<file path="config.mk">
export PLATFORM = sky130hd
export DESIGN_NAME = version_store_ctrl
export DESIGN_NICKNAME = d
export VERILOG_FILES = /design/src/rtl/version_store_ctrl_pkg.sv /design/src/rtl/version_store_ctrl_lookup.sv /design/src/rtl/version_store_ctrl.sv
export SDC_FILE = /design/constraint.sdc
export NUM_CORES = 1
export LEC_CHECK = 0
export BUFFER_PORTS_ARGS = -buffer_cell sky130_fd_sc_hd__buf_4
export CORE_AREA = 2 2 164 166
export CTS_CLUSTER_DIAMETER = 100
export DETAILED_ROUTE_END_ITERATION = 16
export DIE_AREA = 0 0 166 168
export GPL_TIMING_DRIVEN = 0
export MAX_ROUTING_LAYER = met4
export PLACE_DENSITY_LB_ADDON = 0.3
export REMOVE_ABC_BUFFERS = 1
export SYNTH_ARGS = -nofsm -noshare
export SYNTH_HDL_FRONTEND = slang
export SYNTH_SLANG_ARGS = --single-unit
</file>
<file path="constraint.sdc">
create_clock -name clk -period 8.85 [get_ports clk]
set_clock_uncertainty 0.2 [all_clocks]
set_input_delay 0.885 -clock clk [delete_from_list [all_inputs] [get_ports clk]]
set_output_delay 0.885 -clock clk [all_outputs]
set_load 0.02 [all_outputs]
</file>
<file path="src/rtl/version_store_ctrl_pkg.sv">
`default_nettype none
// ============================================================================
// Package : version_store_ctrl_pkg
// Brief   : Shared constants and state encoding for the versioned slot store.
// Rev     : 1.0 - initial release
// ============================================================================
package version_store_ctrl_pkg;

    localparam int NUM_SLOTS    = 4;
    localparam int SLOT_IDX_W   = 2;
    // Tag value that is never handed out; marks "no version yet".
    localparam int VERSION_NONE = 0;

    // Round-robin pointer values: which side wins the next read/write conflict.
    localparam logic RR_WRITE = 1'b0;
    localparam logic RR_READ  = 1'b1;

    typedef enum logic [1:0] {
        ST_RUN       = 2'd0,
        ST_FLUSH     = 2'd1,
        ST_EXHAUSTED = 2'd2
    } state_e;

endpackage
`default_nettype wire

</file>
<file path="src/rtl/version_store_ctrl_lookup.sv">
`default_nettype none
// ============================================================================
// Module : version_store_ctrl_lookup
// Brief  : Picks the valid slot whose tag is the largest one strictly below
//          the requested version; reports a miss when none qualifies.
// Rev    : 1.0 - initial release
// ============================================================================
module version_store_ctrl_lookup
    import version_store_ctrl_pkg::*;
#(
    parameter int BLOCK_SIZE = 4,
    parameter int DATA_WIDTH = 32
) (
    input  logic [NUM_SLOTS-1:0]  i_valid,
    input  logic [BLOCK_SIZE-1:0] i_tags [NUM_SLOTS],
    input  logic [DATA_WIDTH-1:0] i_data [NUM_SLOTS],
    input  logic [BLOCK_SIZE-1:0] i_rd_version,
    output logic [DATA_WIDTH-1:0] o_data,
    output logic                  o_hit
);

    logic [BLOCK_SIZE-1:0] w_best;
    logic                  w_hit;
    logic [DATA_WIDTH-1:0] w_data;

    // Linear max-below search; a miss leaves data at zero.
    always_comb begin
        w_best = BLOCK_SIZE'(VERSION_NONE);
        w_hit  = 1'b0;
        w_data = '0;
        for (int i = 0; i < NUM_SLOTS; i++) begin
            if (i_valid[i] && (i_tags[i] < i_rd_version) &&
                (!w_hit || (i_tags[i] > w_best))) begin
                w_hit  = 1'b1;
                w_best = i_tags[i];
                w_data = i_data[i];
            end
        end
    end

    assign o_data = w_data;
    assign o_hit  = w_hit;

endmodule
`default_nettype wire

</file>
<file path="src/rtl/version_store_ctrl.sv">
`default_nettype none
// ============================================================================
// Module : version_store_ctrl
// Brief  : Four-slot versioned store. Writes receive monotonically increasing
//          tags and evict the oldest slot; reads return the newest entry older
//          than the requested version. Single-ported with round-robin arbitration.
// Rev    : 1.0 - initial release
// ============================================================================
module version_store_ctrl
    import version_store_ctrl_pkg::*;
#(
    parameter int BLOCK_SIZE = 4,
    parameter int DATA_WIDTH = 32
) (
    input  logic                  clk,
    input  logic                  rstN,
    input  logic                  wrReq,
    input  logic [DATA_WIDTH-1:0] wrData,
    output logic                  wrReady,
    output logic [BLOCK_SIZE-1:0] wrVersion,
    input  logic                  rdReq,
    input  logic [BLOCK_SIZE-1:0] rdVersion,
    output logic                  rdReady,
    output logic                  rdValid,
    input  logic                  rdAccept,
    output logic [DATA_WIDTH-1:0] rdData,
    output logic                  rdHit,
    input  logic                  flushReq,
    output logic                  busy
);

    localparam logic [BLOCK_SIZE-1:0] c_ver_max = '1;

    state_e                state_q, state_d;
    logic [SLOT_IDX_W-1:0] flush_idx_q, flush_idx_d;
    logic [BLOCK_SIZE-1:0] cur_ver_q, cur_ver_d;
    logic [BLOCK_SIZE-1:0] wr_version_q, wr_version_d;
    logic                  rr_q, rr_d;
    logic [NUM_SLOTS-1:0]  valid_q, valid_d;
    logic [BLOCK_SIZE-1:0] tag_q [NUM_SLOTS];
    logic [BLOCK_SIZE-1:0] tag_d [NUM_SLOTS];
    logic [DATA_WIDTH-1:0] data_q [NUM_SLOTS];
    logic [DATA_WIDTH-1:0] data_d [NUM_SLOTS];
    logic                  rd_valid_q, rd_valid_d;
    logic [DATA_WIDTH-1:0] rd_data_q, rd_data_d;
    logic                  rd_hit_q, rd_hit_d;

    logic                  w_wr_open, w_rd_open, w_conflict;
    logic                  w_wr_ready, w_rd_ready, w_wr_acc, w_rd_acc;
    logic                  w_flush_last;
    logic [SLOT_IDX_W-1:0] w_victim;
    logic                  w_free_found;
    logic [BLOCK_SIZE-1:0] w_oldest;
    logic [DATA_WIDTH-1:0] w_lk_data;
    logic                  w_lk_hit;

    version_store_ctrl_lookup #(
        .BLOCK_SIZE (BLOCK_SIZE),
        .DATA_WIDTH (DATA_WIDTH)
    ) u_lookup (
        .i_valid      (valid_q),
        .i_tags       (tag_q),
        .i_data       (data_q),
        .i_rd_version (rdVersion),
        .o_data       (w_lk_data),
        .o_hit        (w_lk_hit)
    );

    // Handshake gating: a flush request blocks both sides, and when both sides
    // are eligible only the round-robin winner sees ready.
    always_comb begin
        w_wr_open    = (state_q == ST_RUN) && !flushReq;
        w_rd_open    = (state_q != ST_FLUSH) && !flushReq && (!rd_valid_q || rdAccept);
        w_wr_ready   = w_wr_open && !(rdReq && w_rd_open && (rr_q == RR_READ));
        w_rd_ready   = w_rd_open && !(wrReq && w_wr_open && (rr_q == RR_WRITE));
        w_wr_acc     = wrReq && w_wr_ready;
        w_rd_acc     = rdReq && w_rd_ready;
        w_conflict   = wrReq && rdReq && w_wr_open && w_rd_open;
        w_flush_last = (flush_idx_q == SLOT_IDX_W'(NUM_SLOTS - 1));
    end

    // Write victim: lowest-index free slot, otherwise the oldest tag.
    always_comb begin
        w_victim     = '0;
        w_free_found = 1'b0;
        w_oldest     = tag_q[0];
        for (int i = 0; i < NUM_SLOTS; i++) begin
            if (!valid_q[i] && !w_free_found) begin
                w_victim     = SLOT_IDX_W'(i);
                w_free_found = 1'b1;
            end
        end
        if (!w_free_found) begin
            for (int i = 1; i < NUM_SLOTS; i++) begin
                if (tag_q[i] < w_oldest) begin
                    w_oldest = tag_q[i];
                    w_victim = SLOT_IDX_W'(i);
                end
            end
        end
    end

    // Next-state logic for the run / flush / exhausted controller.
    always_comb begin
        state_d = state_q;
        unique case (state_q)
            ST_RUN: begin
                if (flushReq)
                    state_d = ST_FLUSH;
                else if (w_wr_acc && (cur_ver_q == c_ver_max))
                    state_d = ST_EXHAUSTED;
            end
            ST_EXHAUSTED: begin
                if (flushReq)
                    state_d = ST_FLUSH;
            end
            ST_FLUSH: begin
                if (w_flush_last)
                    state_d = ST_RUN;
            end
            default: state_d = ST_RUN;
        endcase
    end

    // Datapath next values: slot updates, version counter, arbitration pointer
    // and the registered read response.
    always_comb begin
        flush_idx_d  = flush_idx_q;
        cur_ver_d    = cur_ver_q;
        wr_version_d = wr_version_q;
        rr_d         = rr_q;
        valid_d      = valid_q;
        tag_d        = tag_q;
        data_d       = data_q;
        rd_valid_d   = rd_valid_q;
        rd_data_d    = rd_data_q;
        rd_hit_d     = rd_hit_q;

        if (state_q == ST_FLUSH) begin
            valid_d[flush_idx_q] = 1'b0;
            tag_d[flush_idx_q]   = BLOCK_SIZE'(VERSION_NONE);
            data_d[flush_idx_q]  = '0;
            flush_idx_d          = flush_idx_q + 1'b1;
            if (w_flush_last) begin
                cur_ver_d = BLOCK_SIZE'(1);
                rr_d      = RR_WRITE;
            end
        end else if (flushReq) begin
            flush_idx_d = '0;
        end

        if (w_wr_acc) begin
            valid_d[w_victim] = 1'b1;
            tag_d[w_victim]   = cur_ver_q;
            data_d[w_victim]  = wrData;
            wr_version_d      = cur_ver_q;
            // The last tag is consumed without wrapping; the counter parks there.
            if (cur_ver_q != c_ver_max)
                cur_ver_d = cur_ver_q + 1'b1;
        end

        if (w_conflict)
            rr_d = ~rr_q;

        if (w_rd_acc) begin
            rd_valid_d = 1'b1;
            rd_data_d  = w_lk_data;
            rd_hit_d   = w_lk_hit;
        end else if (rd_valid_q && rdAccept) begin
            rd_valid_d = 1'b0;
            rd_data_d  = '0;
            rd_hit_d   = 1'b0;
        end
    end

    // Controller state register.
    always_ff @(posedge clk or negedge rstN) begin
        if (!rstN)
            state_q <= ST_RUN;
        else
            state_q <= state_d;
    end

    // Datapath registers; reset discards slots and any pending response.
    always_ff @(posedge clk or negedge rstN) begin
        if (!rstN) begin
            flush_idx_q  <= '0;
            cur_ver_q    <= BLOCK_SIZE'(1);
            wr_version_q <= BLOCK_SIZE'(VERSION_NONE);
            rr_q         <= RR_WRITE;
            valid_q      <= '0;
            for (int i = 0; i < NUM_SLOTS; i++) begin
                tag_q[i]  <= BLOCK_SIZE'(VERSION_NONE);
                data_q[i] <= '0;
            end
            rd_valid_q   <= 1'b0;
            rd_data_q    <= '0;
            rd_hit_q     <= 1'b0;
        end else begin
            flush_idx_q  <= flush_idx_d;
            cur_ver_q    <= cur_ver_d;
            wr_version_q <= wr_version_d;
            rr_q         <= rr_d;
            valid_q      <= valid_d;
            tag_q        <= tag_d;
            data_q       <= data_d;
            rd_valid_q   <= rd_valid_d;
            rd_data_q    <= rd_data_d;
            rd_hit_q     <= rd_hit_d;
        end
    end

    assign wrReady   = w_wr_ready;
    assign rdReady   = w_rd_ready;
    assign wrVersion = wr_version_q;
    assign rdValid   = rd_valid_q;
    assign rdData    = rd_data_q;
    assign rdHit     = rd_hit_q;
    assign busy      = (state_q != ST_RUN);

endmodule
`default_nettype wire
</file>
# Word-level counts from Yosys, hierarchy flattened
# Index checks and enable logic that the tools add are counted.
[op_classes]
addsub = 2
n_lt_le_gt_ge = 18
n_eq_ne = 9
muxes = 65
bitwise = 10
n_reduce_logical = 54
[ops]
columns = ["cell", "n"]
rows = [
  ["two-way mux 128 bit", 2],
  ["two-way mux 32 bit", 8],
  ["AND 128 bit", 1],
  ["bitwise mux 128 bit", 1],
  ["demux 32 bit (select 2 bit)", 2],
  ["NOT 128 bit", 1],
  ["two-way mux 4 bit", 15],
  ["two-way mux 16 bit", 2],
  ["logical AND 1 bit", 30],
  ["< comparator 4 bit", 7],
  ["two-way mux 2 bit", 12],
  ["two-way mux 1 bit", 17],
  ["AND 16 bit", 1],
  ["bitwise mux 16 bit", 1],
  ["demux 4 bit (select 2 bit)", 2],
  ["NOT 16 bit", 1],
  ["> comparator 4 bit", 3],
  ["logical NOT 1 bit", 12],
  ["nonzero test 2 bit", 5],
  ["greater-or-equal comparator 3 bit, second input constant", 2],
  ["< comparator 2 x 3 -> 1 bit, second input constant", 2],
  ["< comparator 3 x 1 -> 1 bit, second input constant", 2],
  ["NOT 2 -> 3 bit", 2],
  ["case mux 2 bit (3 select lines)", 1],
  ["other kinds (19)", 26],
]
[word_totals]
ff_bits = 195
input_bits = 42
out_inout_bits = 41

# Logic depth before layout (Yosys ltp)
# Gate-level depths: netlist of run 1.
[logic_depth]
word_depth = 23
mapped_depth = 35

# By module
# Synthesis of run 1 repeated with hierarchy kept, for this count alone.
[hier_totals]
hier_cells = 1053
hier_area_um2 = 10626.4
[modules_own_cells]
columns = ["mod", "n_inst", "cells_each", "area_each_um2", "seq_area_each_um2"]
rows = [
  ["version_store_ctrl", 1, 726, 8464.4, 4880.9],
  ["version_store_ctrl_lookup", 1, 327, 2162.1, 0.0],
]

# Worst setup path after synthesis of run 1
# Ideal clock, no wire load.
[synth_path]
path_kind = "input port to flip-flop"
startpoint = "input port rdVersion[1]"
endpoint = "register rd_data_q[30], in the netlist rdData[30]"
arrival_time_ps = 6492
required_time_ps = 8504
slack_ps = 2011
cell_stages = 34
path_buffers = 4
cell_sequence = "inv_1 > ha_1 > a21oi_1 > o2111a_1 > nand2_1 > ha_1 > nor2b_1 > o21a_1 > o21a_1 > o21ai_0 > a21oi_1 > clkbuf_1 > clkbuf_1 > nor2_1 > a21oi_1 > ha_1 > nor2b_1 > o21a_1 > o21ai_0 > nand2b_1 > a21oi_1 > nor2_4 > buf_2 > mux2_2 > ha_1 > nor2b_1 > o21a_1 > o21ai_0 > nand2b_1 > a22oi_1 > nor2_1 > nand2_1 > clkbuf_1 > o221ai_1"
[synth_via]
elab_chain_len = 16
word_cells_on_any_way = 31
cone_classes = "order compare (7); mux (11); reduce/logical (13)"
[synth_lines]
columns = ["element", "line_no", "rtl"]
rows = [
  ["from (decl)", "version_store_ctrl.sv:22", "input logic [BLOCK_SIZE-1:0] rdVersion,"],
  ["< comparator 4 bit", "version_store_ctrl_lookup.sv:32", "if (i_valid[i] && (i_tags[i] < i_rd_version) &&"],
  ["logical AND 1 bit", "version_store_ctrl_lookup.sv:32", ""],
  ["two-way mux 4 bit or two-way mux 1 bit (tied branches)", "version_store_ctrl_lookup.sv:32", ""],
  ["> comparator 4 bit or logical NOT 1 bit (tied branches)", "version_store_ctrl_lookup.sv:33", "(!w_hit || (i_tags[i] > w_best))) begin"],
  ["logical OR 1 bit", "version_store_ctrl_lookup.sv:33", ""],
  ["logical AND 1 bit", "version_store_ctrl_lookup.sv:32", ""],
  ["two-way mux 4 bit or two-way mux 1 bit (tied branches)", "version_store_ctrl_lookup.sv:32", ""],
  ["> comparator 4 bit or logical NOT 1 bit (tied branches)", "version_store_ctrl_lookup.sv:33", ""],
  ["logical OR 1 bit", "version_store_ctrl_lookup.sv:33", ""],
  ["logical AND 1 bit", "version_store_ctrl_lookup.sv:32", ""],
  ["two-way mux 4 bit or two-way mux 1 bit (tied branches)", "version_store_ctrl_lookup.sv:32", ""],
  ["> comparator 4 bit or logical NOT 1 bit (tied branches)", "version_store_ctrl_lookup.sv:33", ""],
  ["logical OR 1 bit", "version_store_ctrl_lookup.sv:33", ""],
  ["logical AND 1 bit", "version_store_ctrl_lookup.sv:32", ""],
  ["two-way mux 32 bit (*)", "version_store_ctrl_lookup.sv:32", ""],
  ["two-way mux 32 bit (*)", "version_store_ctrl.sv:165", "if (w_rd_acc) begin"],
  ["to (signal assigned)", "version_store_ctrl.sv:208", "rd_data_q <= rd_data_d;"],
  ["to (decl)", "version_store_ctrl.sv:45", "logic [DATA_WIDTH-1:0] rd_data_q, rd_data_d;"],
]
# Every way passes the cells marked *; elsewhere a longest branch is shown, timed or not.
# A chain may end at the register's enable or synchronous reset.

# Worst setup path in the final report of run 1
# Ends and elaborated chain as after synthesis.

==> metrics.txt, run 1 <==
share of the yosys chip area belonging to registers 0.484; quantity of hold-fixing buffers added after cts 0; number of gates resized after cts 0; type of the worst setup path primary input to flip-flop; remaining global-route overflow 0; run status finished, final reports clean; transition time at the pin with the least slew margin 933 ps; std cell rows 60; required time reported for the critical path endpoint 8940 ps; class of the tightest hold or removal check primary input to asynchronous set/reset pin; Max IR drop VDD 126 uV; Global Route Usage Sum 0.188; number of levels the H-tree was split into 4; warnings from Yosys 0; post-synthesis sequential element count 195; number of antenna repair diodes 0; cell at the root of the clock tree sky130_fd_sc_hd__clkbuf_16; Initial DRT Pass Iterations 4; met2 routed WL 11.1 mm; overall power after layout 3.62 mW; Die Outline Area 27900 um2; mean post-synth cell area 10.5 um2; die boundary height 168 um; core region area 26400 um2; register area 4880 um2; summed area of non-filler cells in the final layout 11800 um2; mux contribution to synthesized area 0.180; max-cap viol count 0; total routed wirelength 24.8 mm; number of cells on the critical path 33; CTS sink cnt 195; complex-gate fraction of the synthesized area 0.111; final number of max-transition violations 0; Critical Path Slowest Stage Cell sky130_fd_sc_hd__nand2_2; Net count, final 1112; Netlist cell types 54; Die X 166 um; area of the multi-input gates 4600 um2; top-level port count 83; dominant combinational cell family by area after synthesis multiplexers; top-area cell type share of the netlist area 0.481; crit path buf inv count 4; Initial Util 0.383; cell taking the most area after synthesis sky130_fd_sc_hd__dfrtp_1; number of hold violations in the final report 0; final std cells w/o fill 1384; met3 wire length 967 um; cells after synthesis 961; category of the worst setup path capture point flip-flop; Critical Path Fanout Max 31; share of synthesized cell area in and, or, nand and nor gates 0.108; ratio of total power to cell area 305 nW/um2; Placed Cells 1352; TritonCTS Buffers 17; Setup WS post-layout 563 ps; global-route wire length before repair 40.7 mm; final core area utilization 0.449; Worst Setup Start Kind primary input; routed vias 7201; f_max 121 MHz; P_leak 5.76 nW; iteration-0 DRC count of the detailed router 607; count of buffers from port buffering 82; synth top area cells sky130_fd_sc_hd__dfrtp_1 (48%), sky130_fd_sc_hd__mux2i_1 (18%), sky130_fd_sc_hd__nand2_1 (7.6%); number of global-route vias before repair 7396; antenna violations before repair 0; share of final-layout standard cells stronger than drive strength 1 0.156; Placed Instance Area 11200 um2; Async S/R FF share, synth 1.00; Vias per Instance 5.20; synthesized area 10100 um2; shortest period the worst path allows 8290 ps; number of flops mapped to enable cells by yosys 0; synthesized-area fraction occupied by xor and xnor cells 0; filler cell count 2500; DRC violations left 0; residual antenna-violating net count after detailed routing 0; clock slew at the register clock pins of the worst setup and hold paths 80 ps; CTS tree done; post-place setup slack 242 ps; critical path arrival 8370 ps; Final GP Congestion 0.810; count of endpoints failing setup in the final report 0; met1 wire length 12.4 mm; highest metal layer with signal wires met4; Post-CTS Setup Repair Bufs 0; post-route clock period utilization 0.936; maximum buffer depth of the clock tree 2; top_reg_cell synth sky130_fd_sc_hd__dfrtp_1; setup repair after global routing missed its margin false; synth-to-layout area growth 17.4%; Slew headroom 0.376; clock insertion delay at the later pin of the skew report 460 ps; Worst Reg-to-Reg Cells 31; crit-path leading delay family compound AO/OA/AOI/OAI gates; wire length per cell after detailed routing 17.9 um; Slowest Stage Delay on Critical Path 690 ps; largest net degree at the start of global routing 104; adder-cell share of the synthesized area 0.0496; HPWL Detailed 16.1 mm
==> final cells by class <==
class                   instances  area share
inverters                      91      0.0289
clock buffers                  17      0.0359
repair buffers                100      0.0808
multi-input cells             625       0.388
clock inverters                15      0.0177
well taps                     341      0.0360
flip-flops and latches        195       0.412
==> logic make-up (layout without fill, tap and decap cells) <==
group	after synthesis	after routing
AO/OA/AOI/OAI	142	142
AND/OR/NAND/NOR	262	262
flip-flops	195	195
multiplexers	181	181
adder cells (fa/ha/maj)	40	40
buffers and inverters	141	223
==> per-layer routing <==
metal  GRT usage  up-vias
li1            -     3445
met1       0.270     3584
met2       0.280      152
met3      0.0291       20
met4      0.0491        0
met5           -        -
==> cell usage after synthesis (6+ instances only) <==
cell,instances
sky130_fd_sc_hd__nor3_1,8
sky130_fd_sc_hd__buf_6,12
sky130_fd_sc_hd__o21a_1,8
sky130_fd_sc_hd__a22o_1,33
sky130_fd_sc_hd__nor2b_1,7
sky130_fd_sc_hd__dfrtp_1,194
sky130_fd_sc_hd__inv_1,91
sky130_fd_sc_hd__nor2_1,14
sky130_fd_sc_hd__nand2b_1,6
sky130_fd_sc_hd__ha_1,40
sky130_fd_sc_hd__o21ai_0,20
sky130_fd_sc_hd__o221ai_1,31
sky130_fd_sc_hd__nand3_1,6
sky130_fd_sc_hd__nand2_1,205
sky130_fd_sc_hd__a21oi_1,19
sky130_fd_sc_hd__clkbuf_1,31
sky130_fd_sc_hd__mux2i_1,177
==> power breakdown <==
part	switching [mW]	internal, mW	total (mW)	leakage (nW)
logic	0.822	0.537	1.36	2.80
registers	0.210	1.21	1.42	2.65
clock network	0.397	0.437	0.834	0.308
total	1.43	2.19	3.62	5.76
==> sequential cells by signal (all words and copies together), names as in the netlist <==
signal       flops
cur_ver_q        4
rr_q             1
rdData          32
wrVersion        4
rdValid          1
state_q          2
rdHit            1
valid_q          4
tag_q           16
flush_idx_q      2
data_q         128
==> placed cells by master (no fill, tap or decap), types with 6 or more instances in the layout <==
cell type	netlist	layout
sky130_fd_sc_hd__buf_16	0	6
sky130_fd_sc_hd__clkbuf_16	0	17
sky130_fd_sc_hd__o21a_1	8	6
sky130_fd_sc_hd__a22o_1	33	33
sky130_fd_sc_hd__inv_1	91	91
sky130_fd_sc_hd__o221ai_1	31	31
sky130_fd_sc_hd__nand2b_1	6	6
sky130_fd_sc_hd__o21ai_0	20	20
sky130_fd_sc_hd__nor2_1	14	14
sky130_fd_sc_hd__nand3_1	6	6
sky130_fd_sc_hd__ha_1	40	40
sky130_fd_sc_hd__nor2b_1	7	7
sky130_fd_sc_hd__nor3_1	8	8
sky130_fd_sc_hd__nand2_1	205	200
sky130_fd_sc_hd__a21oi_1	19	17
sky130_fd_sc_hd__buf_4	1	86
sky130_fd_sc_hd__mux2i_1	177	177
sky130_fd_sc_hd__dfrtp_1	194	194
==> per-stage QoR <==
| step | hold WS, ps | setup TNS [ps] |
|---|---|---|
| after floorplan | 282 | 0 |
| after global placement | 267 | -116840 |
| after detailed placement | 275 | 0 |
| after CTS | 280 | 0 |
| after global routing | 287 | 0 |
| final | 244 | 0 |
==> path summary, 6_finish.rpt <==
kind | startpoint | to | slack (ps)
min reg2reg | wrVersion[3] | wrVersion[3] | 280
max in group asynchronous | rstN | valid_q[3] | 7220
min | rstN | data_q[13] | 240
max reg2reg | tag_q[13] | rdData[30] | 770
max | rdVersion[1] | rdData[30] | 560
min in group clk | wrVersion[3] | wrVersion[3] | 280
(Power assumes the default switching activity.)
==> run 2, diff against run 1 <==
--- a/config.mk
+++ b/config.mk
@@ -6,10 +6,10 @@
 export NUM_CORES = 1
 export LEC_CHECK = 0
 export BUFFER_PORTS_ARGS = -buffer_cell sky130_fd_sc_hd__buf_4
-export CORE_AREA = 2 2 164 166
+export CORE_AREA = 2 2 231 119
 export CTS_CLUSTER_DIAMETER = 100
 export DETAILED_ROUTE_END_ITERATION = 16
-export DIE_AREA = 0 0 166 168
+export DIE_AREA = 0 0 233 121
 export GPL_TIMING_DRIVEN = 0
 export MAX_ROUTING_LAYER = met4
 export PLACE_DENSITY_LB_ADDON = 0.3
==> metrics.txt, run 2 (synthesized netlist as in run 1, its figures left out) <==
shortest period the worst path allows 8070 ps; area of the multi-input gates 4600 um2; number of antenna repair diodes 0; remaining global-route overflow 0; CTS tree done; Critical Path Fanout Max 21; Critical Path Slowest Stage Cell sky130_fd_sc_hd__nand2_1; portion of total power attributed to sequential cells 0.395; category of the worst setup path capture point flip-flop; ratio of total power to cell area 304 nW/um2; total routed wirelength 25.1 mm; critical path arrival 8180 ps; net switching power 1.44 mW; largest net degree at the start of global routing 105; clock slew at the register clock pins of the worst setup and hold paths 80 ps; final number of max-transition violations 0; maximum buffer depth of the clock tree 2; Final GP Congestion 0.839; TritonCTS Buffers 17; Initial DRT Pass Iterations 5; run status finished, final reports clean; Reg with most FFs data_q; Net count, final 1115; part of the power in the clock network 0.221; number of hold violations in the final report 0; Slew headroom 0.318; share of power burned in combinational logic 0.383; count of endpoints failing setup in the final report 0; post-route clock period utilization 0.912; std cell rows 42; count of buffers from port buffering 82; quantity of hold-fixing buffers added after cts 0; worst slack on hold paths 254 ps; share of final-layout standard cells stronger than drive strength 1 0.158; Worst Setup Start Kind primary input; Initial Util 0.386; HPWL Detailed 16.4 mm; final std cells w/o fill 1398; number of gates resized after cts 0; required time reported for the critical path endpoint 8950 ps; sw frac 0.398; antenna violations before repair 0; Max IR drop VDD 124 uV; number of global-route vias before repair 7891; commonest non-fill, non-tap cell in the layout sky130_fd_sc_hd__nand2_1; flip-flop count of the largest register, all copies and words added 128; iteration-0 DRC count of the detailed router 568; global-route wire length before repair 41.9 mm; P_leak 5.77 nW; Die X 233 um; die boundary height 121 um; Post-CTS Setup Repair Bufs 0; filler cell count 2419; register area 4880 um2; class of the tightest hold or removal check primary input to asynchronous set/reset pin; transition time at the pin with the least slew margin 1020 ps; cell at the root of the clock tree sky130_fd_sc_hd__clkbuf_16; synth-to-layout area growth 17.8%; DRC violations left 0; CTS sink cnt 195; overall power after layout 3.61 mW; Vias per Instance 5.27; clock insertion delay at the later pin of the skew report 440 ps; type of the worst setup path primary input to flip-flop; f_max 124 MHz; Placed Cells 1366; internal portion of total power 2.17 mW; top-level port count 83; routed vias 7374; wire length per cell after detailed routing 18.0 um; number of levels the H-tree was split into 4; highest-count cells in the layout ignoring fill and taps sky130_fd_sc_hd__nand2_1 (201), sky130_fd_sc_hd__dfrtp_1 (194), sky130_fd_sc_hd__mux2i_1 (177); residual antenna-violating net count after detailed routing 0; max-cap viol count 0; setup repair after global routing missed its margin false; Slowest Stage Delay on Critical Path 690 ps; core region area 26100 um2; Global Route Usage Sum 0.195; Die Outline Area 28200 um2
[run 2: power by group through the flow]
stage	logic [mW]	clock network, mW	registers, mW
floorplan	0.772	0	1.48
global placement	1.27	0	1.42
detailed placement	1.39	0	1.44
CTS	1.39	0.814	1.43
global route	1.54	0.855	1.47
finish	1.38	0.799	1.43
[run 2: path summary, 6_finish.rpt]
kind / from / end / cells after the start / slack, ps
min in group clk: wrVersion[2] / wrVersion[2] / 2 / 280
setup reg to reg: tag_q[13] / rdData[12] / 30 / 1010
hold / removal: rstN / data_q[20] / 1 / 250
setup / recovery: rdVersion[1] / rdData[12] / 32 / 780
hold reg to reg: wrVersion[2] / wrVersion[2] / 2 / 280
max in group asynchronous: rstN / cur_ver_q[0] / 2 / 7240
[run 2: routing by layer]
layer  vias to the layer above  wire [um]  share of wire  global-route usage
met2                       127      12300           0.49               0.322
met1                      3750      11600           0.46               0.252
met3                        38        837          0.033              0.0268
met4                         0        401          0.016              0.0609
li1                       3459          -              -                   -
met5                         -          0              0                   -
[run 2: metrics by stage]
step	setup slack (ps)	TNS (ps)	utilization	cell area (um2)
global route	334	0	0.455	11900
detailed placement	424	0	0.431	11300
CTS	830	0	0.455	11900
floorplan	330	0	-	9750
finish	776	0	0.455	11900
global placement	-3460	-108550	0.414	10800
[run 2: worst max-delay path, delay by kind of cell]
kind            cells  cell delay [ps]
compound gates     13             2540
fa+ha+maj           4             1030
buf+inv             4              780
mux                 2              790
simple gates        9             2110
[run 2: final cells by class]
class                   instances  share of cell area
clock inverters                15              0.0157
flip-flops and latches        195               0.411
clock buffers                  17              0.0358
inverters                      91              0.0287
well taps                     352              0.0371
multi-input cells             625               0.387
repair buffers                103              0.0851
==> run 3, diff against run 2 <==
--- a/config.mk
+++ b/config.mk
@@ -12,7 +12,7 @@
 export DIE_AREA = 0 0 233 121
 export GPL_TIMING_DRIVEN = 0
 export MAX_ROUTING_LAYER = met4
-export PLACE_DENSITY_LB_ADDON = 0.3
+export PLACE_DENSITY = 0.55
 export REMOVE_ABC_BUFFERS = 1
 export SYNTH_ARGS = -nofsm -noshare
 export SYNTH_HDL_FRONTEND = slang
==> metrics.txt, run 3 (synthesized netlist as in run 1, its figures left out) <==
DRC violations left 0; internal portion of total power 2.29 mW; Placed Instance Area 11300 um2; routed vias 7237; Vias per Instance 5.18; overall power after layout 3.69 mW; HPWL Detailed 16.7 mm; Initial DRT Pass Iterations 4; critical path arrival 7720 ps; Slew headroom 0.323; number of hold violations in the final report 0; core region area 26100 um2; commonest non-fill, non-tap cell in the layout sky130_fd_sc_hd__nand2_1; run status finished, final reports clean; top-level port count 83; portion of total power attributed to sequential cells 0.386; number of antenna repair diodes 0; final core area utilization 0.456; Final GP Congestion 0.796; post-route clock period utilization 0.863; number of gates resized after cts 0; worst slack on hold paths 279 ps; f_max 131 MHz; die boundary height 121 um; Post-CTS Setup Repair Bufs 0; quantity of hold-fixing buffers added after cts 0; flip-flop count of the largest register, all copies and words added 128; Slowest Stage Delay on Critical Path 690 ps; type of the worst setup path primary input to flip-flop; count of buffers from port buffering 82; Die X 233 um; clock insertion delay at the later pin of the skew report 430 ps; class of the tightest hold or removal check flip-flop to flip-flop; iteration-0 DRC count of the detailed router 441; setup repair after global routing missed its margin false; CTS tree done; cell at the root of the clock tree sky130_fd_sc_hd__clkbuf_16; number of levels the H-tree was split into 4; Initial Util 0.386; clock slew at the register clock pins of the worst setup and hold paths 80 ps; share of final-layout standard cells stronger than drive strength 1 0.158; Critical Path Slowest Stage Cell sky130_fd_sc_hd__nand2_2; largest net degree at the start of global routing 108; post-place setup slack 772 ps; transition time at the pin with the least slew margin 1020 ps; summed area of non-filler cells in the final layout 11900 um2; Net count, final 1115; remaining global-route overflow 0; ratio of total power to cell area 310 nW/um2; share of power burned in combinational logic 0.377; Setup WS post-layout 1210 ps; residual antenna-violating net count after detailed routing 0; P_leak 5.80 nW; Reg with most FFs data_q; final number of max-transition violations 0; highest-count cells in the layout ignoring fill and taps sky130_fd_sc_hd__nand2_1 (200), sky130_fd_sc_hd__dfrtp_1 (194), sky130_fd_sc_hd__mux2i_1 (177); total routed wirelength 25.4 mm; shortest period the worst path allows 7640 ps; category of the worst setup path capture point flip-flop; max-cap viol count 0; net switching power 1.40 mW; Worst Setup Start Kind primary input; TritonCTS Buffers 17; number of global-route vias before repair 7569; part of the power in the clock network 0.237; required time reported for the critical path endpoint 8920 ps; Max IR drop VDD 136 uV; sw frac 0.380; CTS sink cnt 195; Critical Path Fanout Max 31; Global Route Usage Sum 0.194; antenna violations before repair 0; global-route wire length before repair 40.9 mm; synth-to-layout area growth 18.2%; count of endpoints failing setup in the final report 0; wire length per cell after detailed routing 18.2 um; std cell rows 42; Die Outline Area 28200 um2; maximum buffer depth of the clock tree 2
run 3: cell count changes in the layout (fill, tap and decap cells not counted), moves of 3 or more:
cell | before | now
sky130_fd_sc_hd__bufinv_16 | 1 | 5
sky130_fd_sc_hd__inv_6 | 1 | 4
sky130_fd_sc_hd__clkinv_4 | 4 | 0
sky130_fd_sc_hd__inv_8 | 5 | 1
run 3: worst paths after layout:
kind | slack [ps] | from | cells past startpoint | endpoint
worst max-delay path | 1210 | rdVersion[1] | 30 | rdData[30]
worst min-delay path | 280 | wrVersion[2] | 2 | wrVersion[2]
worst max register to register | 1450 | tag_q[13] | 28 | rdData[30]
min in group asynchronous | 310 | rstN | 1 | data_q[97]
worst min register to register | 280 | wrVersion[2] | 2 | wrVersion[2]
max in group asynchronous | 7160 | rstN | 2 | cur_ver_q[0]
run 3: power by group through the flow:
stage	Sequential, mW	Combinational (mW)	Clock (mW)
floorplan	1.48	0.772	0
global route	1.47	1.54	0.932
global placement	1.43	1.28	0
CTS	1.43	1.41	0.894
finish	1.42	1.39	0.875
detailed placement	1.44	1.40	0
run 3: critical path, delay by kind of cell:
kind	cells	cell delay, ps
AO/OA/AOI/OAI	13	2700
AND/OR/NAND/NOR	9	2000
adder cells (fa/ha/maj)	4	1030
multiplexers	2	850
buffers and inverters	2	260
run 3: final cells by class:
class | count | area, um2
fill | 2430 | 14200
sequential | 195 | 4880
multi-input combinational | 625 | 4600
timing repair buffer | 103 | 996
tap | 352 | 440
clock buffer | 18 | 439
inverter | 91 | 342
clock inverter | 13 | 223
run 3: metrics by stage:
stage                     std cells  TNS (ps)
final                          1397         0
after CTS                      1397         0
after floorplan                 911         0
after detailed placement       1366         0
after global routing           1397         0
after global placement         1345   -119110
run 3: routing by layer:
metal	global-route usage	vias to the layer above	wire [um]
met1	0.260	3674	12400
met3	0.0303	24	592
met4	0.0494	0	328
met5	-	-	0
li1	-	3451	-
met2	0.309	88	12100
